`src/rtl/inst_fetch.sv`:
```
// Instruction fetch stage: PC register, single-outstanding imem read port and a
// small in-order instruction queue feeding decode over valid/ready.
module inst_fetch #(
  parameter logic [31:0] RESET_PC = 32'h0000_0000,
  parameter int unsigned DEPTH    = 2
) (
  input  logic        clk,
  input  logic        rst_n,
  output logic        imem_req_o,
  output logic [31:0] imem_addr_o,
  input  logic        imem_ready_i,
  input  logic        imem_rvalid_i,
  input  logic [31:0] imem_rdata_i,
  output logic        inst_valid_o,
  output logic [31:0] inst_o,
  output logic [31:0] inst_pc_o,
  input  logic        inst_ready_i,
  input  logic        redirect_valid_i,
  input  logic [31:0] redirect_pc_i
);

  localparam int unsigned PW = (DEPTH > 1) ? $clog2(DEPTH) : 1;
  localparam logic [PW+1:0] DEPTH_W = (PW+2)'(DEPTH);
  localparam logic [31:0] NOP = 32'h0000_0013;

  // state  | meaning
  // S_IDLE | no request outstanding; issue when the queue has credit
  // S_WAIT | request accepted, response will be pushed into the queue
  // S_DROP | request accepted, then cancelled by a redirect; response is discarded
  typedef enum logic [1:0] {S_IDLE, S_WAIT, S_DROP} state_e;

  state_e        state_q, state_d;
  logic [31:0]   fetch_pc_q, fetch_pc_d;
  logic [31:0]   req_pc_q;
  logic [31:0]   last_pc_q;
  logic          started_q;
  logic [PW-1:0] head_q, tail_q;
  logic [PW:0]   count_q;
  logic [31:0]   inst_mem [DEPTH];
  logic [31:0]   pc_mem   [DEPTH];

  logic          outstanding;
  logic [PW+1:0] inflight;
  logic          credit_ok;
  logic          fire;
  logic          push;
  logic          pop;
  logic          unused_rpc_lo;

  assign unused_rpc_lo = ^redirect_pc_i[1:0];

  assign outstanding = (state_q != S_IDLE);
  assign inflight    = {1'b0, count_q} + {{(PW+1){1'b0}}, outstanding};
  assign credit_ok   = (inflight < DEPTH_W);

  // started_q keeps imem_req low while rst_n is asserted
  assign imem_req_o  = started_q && (state_q == S_IDLE) && credit_ok && !redirect_valid_i;
  assign imem_addr_o = fetch_pc_q;
  assign fire        = imem_req_o && imem_ready_i;

  assign inst_valid_o = (count_q != '0);
  assign inst_o       = inst_valid_o ? inst_mem[head_q] : NOP;
  assign inst_pc_o    = inst_valid_o ? pc_mem[head_q] : last_pc_q;

  assign push = (state_q == S_WAIT) && imem_rvalid_i && !redirect_valid_i;
  assign pop  = inst_valid_o && inst_ready_i;

  always_ff @(posedge clk or negedge rst_n) begin
    if (!rst_n) begin
      state_q <= S_IDLE;
    end else begin
      state_q <= state_d;
    end
  end

  always_comb begin
    state_d    = state_q;
    fetch_pc_d = fetch_pc_q;
    case (state_q)
      S_IDLE: begin
        if (fire) state_d = S_WAIT;
      end
      S_WAIT: begin
        if (imem_rvalid_i)         state_d = S_IDLE;
        else if (redirect_valid_i) state_d = S_DROP;
      end
      S_DROP: begin
        if (imem_rvalid_i) state_d = S_IDLE;
      end
      default: state_d = S_IDLE;
    endcase
    if (redirect_valid_i)  fetch_pc_d = {redirect_pc_i[31:2], 2'b00};
    else if (fire)         fetch_pc_d = fetch_pc_q + 32'd4;
  end

  always_ff @(posedge clk or negedge rst_n) begin
    if (!rst_n) begin
      fetch_pc_q <= RESET_PC;
      req_pc_q   <= RESET_PC;
      started_q  <= 1'b0;
      last_pc_q  <= '0;
    end else begin
      fetch_pc_q <= fetch_pc_d;
      started_q  <= 1'b1;
      if (fire)         req_pc_q  <= fetch_pc_q;
      if (inst_valid_o) last_pc_q <= pc_mem[head_q];
    end
  end

  // a redirect wins over push/pop: the queue simply restarts empty
  always_ff @(posedge clk or negedge rst_n) begin
    if (!rst_n) begin
      head_q  <= '0;
      tail_q  <= '0;
      count_q <= '0;
    end else if (redirect_valid_i) begin
      head_q  <= '0;
      tail_q  <= '0;
      count_q <= '0;
    end else begin
      if (push) tail_q <= tail_q + PW'(1);
      if (pop)  head_q <= head_q + PW'(1);
      case ({push, pop})
        2'b10:   count_q <= count_q + (PW+1)'(1);
        2'b01:   count_q <= count_q - (PW+1)'(1);
        default: count_q <= count_q;
      endcase
    end
  end

  always_ff @(posedge clk) begin
    if (push) begin
      inst_mem[tail_q] <= imem_rdata_i;
      pc_mem[tail_q]   <= req_pc_q;
    end
  end

endmodule
```
`config.mk`:
```
export PLATFORM = sky130hd
export DESIGN_NAME = inst_fetch
export DESIGN_NICKNAME = d
export VERILOG_FILES = /design/src/rtl/inst_fetch.sv
export SDC_FILE = /design/constraint.sdc
export NUM_CORES = 1
export LEC_CHECK = 0
export CAP_MARGIN = 15
export CELL_PAD_IN_SITES_DETAIL_PLACEMENT = 2
export CELL_PAD_IN_SITES_GLOBAL_PLACEMENT = 2
export CORE_MARGIN = 1.5
export CORE_UTILIZATION = 32
export CTS_CLUSTER_SIZE = 40
export DETAILED_ROUTE_END_ITERATION = 6
export GPL_TIMING_DRIVEN = 0
export HOLD_SLACK_MARGIN = 0.02
export MAX_ROUTING_LAYER = met4
export PLACE_DENSITY_LB_ADDON = 0.1
export SYNTH_ARGS = -nofsm -noshare
export SYNTH_HDL_FRONTEND = slang
export SYNTH_SLANG_ARGS = --single-unit
```
`constraint.sdc`:
```
create_clock -name clk -period 13.3 [get_ports clk]
set_clock_uncertainty 0.15 [all_clocks]
set_input_delay 2.66 -clock clk [delete_from_list [all_inputs] [get_ports clk]]
set_output_delay 2.66 -clock clk [all_outputs]
set_load 0.02 [all_outputs]
```
Word-level counts from Yosys, hierarchy flattened
Memory sizes are Yosys's and may differ from the RTL's. Index checks and enable logic that the tools add are counted.

Output and inout port bits: 98. Register bits after elaboration: 103. Bits of input ports: 70. RAM bits: 128. Memories: 2. Logic and storage cells: 57.

Memories: inst_mem (words 2, width 32, rd ports 1, clocked after Yosys merged registers in 0, wr ports 1, line 39) `logic [31:0] inst_mem [DEPTH];`; pc_mem (words 2, width 32, rd ports 1, clocked after Yosys merged registers in 0, wr ports 1, line 40) `logic [31:0] pc_mem [DEPTH];`.

$add $sub $neg: 6. Eq/ne operators: 7. Reduce and logical (&&, ||, !) cells: 16. Magnitude comparators: 1. Mux-type cells: 17.

Operators by type and width (count): 32-bit 2-to-1 mux (4); 32-bit by 3-bit adder with 32-bit output, second input constant (1); 2-bit 2-to-1 mux (5); 2-bit nonzero test (5); 1-bit logical AND (7); 1-bit 2-to-1 mux (6); 2-bit case mux with 3 select lines (1); 2-bit by 1-bit == test with 1-bit output, second input constant (2); 2-bit == test, second input constant (2); 2-bit != test, second input constant (2); 2-bit case mux with 2 select lines (1); 2-bit by 1-bit adder with 3-bit output (1); 3-bit by 2-bit < comparator with 1-bit output, second input constant (1); 3-bit != test, second input constant (1); 3-bit AND reduction (1); 3-bit nonzero test (1); 1-bit adder, second input constant (2); 2-bit by 1-bit adder with 2-bit output, second input constant (1); 2-bit zero test (1); 2-bit by 1-bit subtractor with 2-bit output, second input constant (1); 1-bit zero test (1).

Longest topological paths before layout
Depth in word-level cells: 8. Gate-level depth with buffers: 8. Depth with buffers taken out: 6.

Worst setup path before layout
No wires, ideal clock.

Kind: in2reg. Start: in redirect_valid_i. End: mem inst_mem[1][0] (enable). Data arrival time: 7.786 ns. Library setup time: 0.571 ns. Slack: 4.792 ns. Path buffers: 3. Stages: 4. Data required time: 12.579 ns. Path through: buf_2 clkbuf_1 clkbuf_1 nor3b_1.

Word-level cells in the longest chain between the ends: 4.

Ends and longest elaborated chain: from (decl) (line 18) `input logic redirect_valid_i,`; 1-bit zero test (line 65) `assign push = (state_q == S_WAIT) && imem_rvalid_i && !redirect_valid_i;`; 1-bit logical AND (line 65); 1-bit 2-to-1 mux (line 132) `if (push) begin`; 1-bit 2-to-1 mux (implied by the code) (line 133) `inst_mem[tail_q] <= imem_rdata_i;`; to (decl) (line 39).

Every way passes these cells.

Worst setup path after layout
Start: in redirect_valid_i. End: out imem_req_o.

Word-level cells in the longest chain between the ends: 2.

Ends and longest elaborated chain: 1-bit zero test (line 57) `assign imem_req_o = started_q && (state_q == S_IDLE) && credit_ok && !redirect_valid_i;`; 1-bit logical AND (line 57); to (decl) (line 9) `output logic imem_req_o,`.

Every way passes these cells.

==> metrics.md <==
| Metric | Value |
|---|---|
| Maximum capacitance violations | 0 |
| Critical R2R Launch | state_q[0] |
| P_leak | 4.50 nW |
| Cell taking the most area after synthesis | edfxtp_1 |
| CP endpoint | imem_req_o |
| Final slew viol count | 0 |
| Top-count cell post-synth | nand2_1 |
| Synth cell types | between 40 and 50 |
| P&R area growth vs syn | 34.2% |
| Reg area | between 6000 and 7000 um2 |
| Antenna violations before repair | 0 |
| Status | completed |
| Predominant post-synthesis flop cell | edfxtp_1 |
| DRT Pass-1 Iters | 4 |
| Final ANT Viol Nets | 0 |
| Synth warn | 0 |
| CTS root buf | clkbuf_16 |
| WL final | around 27 mm |
| Worst Hold Class | flip-flop to flip-flop |
| Setup bufs post-CTS | 0 |
| PortBufs | roughly 160 |
| Largest cells by area after synthesis | edfxtp_1, dfrtp_1, mux2i_1 |
| WP data required | roughly 10 ns |
| Core area | between 20000 and 30000 um2 |
| Filler cells | between 2k and 3k |
| CP endpoint kind | output pin |
| Clock Sinks | roughly 220 |
| TritonCTS clock tree | built |
| Yosys reg bits | around 220 |
| Largest family of logic cells by synthesized area | simple AND/OR/NAND/NOR gates |
| Area of the die | just under 30000 um2 |
| Post-Syn Area | ~8900 um2 |
| Area fraction of the dominant cell type after synthesis | 41.6% |
| Post-CTS Hold Buffers | 0 |
| Inst Count DP | roughly 1.3k |
| Fin crit share | between 50% and 60% |
| Tmin final | about 7.2 ns |
| H-tree level count | 1 |
| Tightest Pin Transition | slightly below 0.9 ns |
| I/O Pins | 168 |
| Maximum VDD drop | between 80 and 90 uV |
| Post-synthesis cell count | roughly 700 |
| Clk_lat worst skew | ~0.52 ns |
| NumNets Final | around 980 |
| Worst path arrival time | around 4.4 ns |
| R2R setup slack | about 11 ns |
| Synth Area in Simple Gates | 13.9% |
| Reg2Reg Capture Point | pc_mem[1][12] |
| Power density over the cells | between 100 and 150 nW/um2 |
| Starting Density | about 32% |
| Remaining DRCs | 0 |
| Worst Hold Depth | 0 |
| Post-CTS resize count | 0 |
| Fin cells | roughly 1.3k |
| Layout cell share with drive strength beyond 1 | under 10% |
| Inserted Diodes | 0 |
| DIE HEIGHT | about 170 um |
| Largest net degree at the start of global routing | 51 |
| Routability cong. | ~0.8 |
| RSZ-0062 raised after global routing | false |
| Synth Area in Compound Gates | between 6 and 7% |
| Most frequent cells after synthesis | nand2_1, edfxtp_1, dfrtp_1 |
| Critical path class | input port to output pin |
| Multi-input gate area | 2570 um2 |
| Max Freq | ~140 MHz |
| CTS Buf Count | 26 |
| Vias in the first global route | roughly 7k |
| DRT iter0 DRCs | 258 |
| Gr ovfl total | 0 |
| Routed vias/inst | about 4.8 |
| Wire per inst | 20.3 um |
| Post-route cell area | ~12000 um2 |
| Die W | ~170 um |
| Mapped Avg Cell Area | roughly 13 um2 |
| Number of synthesized flops with an enable pin | 124 |
| Setup TNS | 0 ns |
| GRT Util Overall | about 19% |
| CTS Buffer Depth | 3 |
| Global-route wire length before repair | ~42 mm |
| Post-Synth XOR/XNOR Area | less than 1% |
| Hpwl dp | ~19 mm |
| Row count | 61 |
| Adder-cell share of the synthesized area | less than 1% |
| Post-DP Area | roughly 11000 um2 |
| Count of final setup violators | 0 |
| Endpoints failing hold | 0 |
| Worst R2R Path Depth | 6 |
| Clock transition at path regs | roughly 0.060 ns |
| Vias after detailed routing | between 6k and 7k |
| Critical path fanouts, max | 10 |
| Async S/R FF share, synth | between 40 and 50% |
| Startpoint types | input port |
| Sequential element share of the synthesized area | a little under 70% |
| Post-synthesis mux area share | under 10% |
| Rel. slew slack | between 40% and 50% |
| Critical path origin | redirect_valid_i |
## cells in the final DEF, fill, tap and decap left out, types with 5 or more instances in the layout
cell type	Yosys	final
a21oi_1	8	8
a221o_1	5	5
buf_2	8	8
buf_6	0	11
clkbuf_1	24	36
clkbuf_16	0	27
clkdlybuf4s50_1	0	161
dfrtp_1	99	99
edfxtp_1	124	124
inv_1	8	8
mux2i_1	62	62
nand2_1	155	155
nand3_1	11	11
nand4_1	7	7
nor2_1	48	48
nor2b_1	9	9
o211ai_1	7	7
o21ai_0	42	42
o21ai_1	10	10
xor2_1	6	6
## flip-flops by register name (all words and copies together) (netlist names)
name,count
started_q,1
last_pc_q,32
imem_addr_o,30
inst_mem,64
head_q,1
tail_q,1
state_q,2
req_pc_q,30
pc_mem,60
count_q,2
## area by class of cell
type	count	area share, %
Sequential cell	223	51.6
Buffer	37	1.30
Timing Repair Buffer	175	14.8
Clock inverter	5	0.188
Inverter	8	0.250
Clock buffer	43	6.46
Multi-Input combinational cell	437	21.4
Tap cell	378	3.94
## through the flow
| stage | setup slack (ns) | utilization (%) | hold WS (ns) | power (mW) |
|---|---|---|---|---|
| after floorplan | 4.79 | - | 0.292 | 0.982 |
| after global placement | 1.57 | 40.0 | 0.303 | 1.13 |
| after detailed placement | 6.04 | 40.6 | 0.315 | 1.15 |
| after CTS | 6.03 | 43.5 | 0.328 | 1.82 |
| after global routing | 5.93 | 43.5 | 0.339 | 1.88 |
| final | 6.06 | 43.5 | 0.321 | 1.80 |
## power by group
group          internal (mW)  switching (mW)  total (mW)
Sequential             0.805          0.0472       0.852
Clock                  0.395           0.273       0.668
Combinational          0.122           0.156       0.278
Total                   1.32           0.476        1.80
## routing by layer
layer | vias up | routed length [um] | track usage [%]
li1 | 2916 | - | -
met1 | 3221 | 11800 | 24.5
met2 | 164 | 13000 | 32.7
met3 | 32 | 1190 | 2.91
met4 | 0 | 478 | 4.89
met5 | - | 0 | -
## cell families (layout without fill, tap and decap cells)
group                    after synthesis  in the layout
other                                  2              3
adder cells (fa/ha/maj)                1              1
flip-flops                           223            223
AND/OR/NAND/NOR                      267            267
XOR/XNOR                               8              8
multiplexers                          62             62
AO/OA/AOI/OAI                         96             96
buffers and inverters                 45            268
## worst max-delay path, cell delays in order
cell and delay [ns]:
buf_2 0.19, clkbuf_1 0.35, nor4_1 0.52, clkdlybuf4s50_1 0.70
## how the worst min path moves through the flow
stage / from / endpoint
2_1_floorplan: req_pc_q[10] / pc_mem[0][10]
3_3_place_gp: req_pc_q[31] / pc_mem[0][31]
3_5_place_dp: req_pc_q[25] / pc_mem[1][25]
4_1_cts: req_pc_q[22] / pc_mem[1][22]
5_1_grt: req_pc_q[12] / pc_mem[0][12]
6_report: req_pc_q[25] / pc_mem[0][25]
Note: power is estimated with default switching activity, not from simulation.
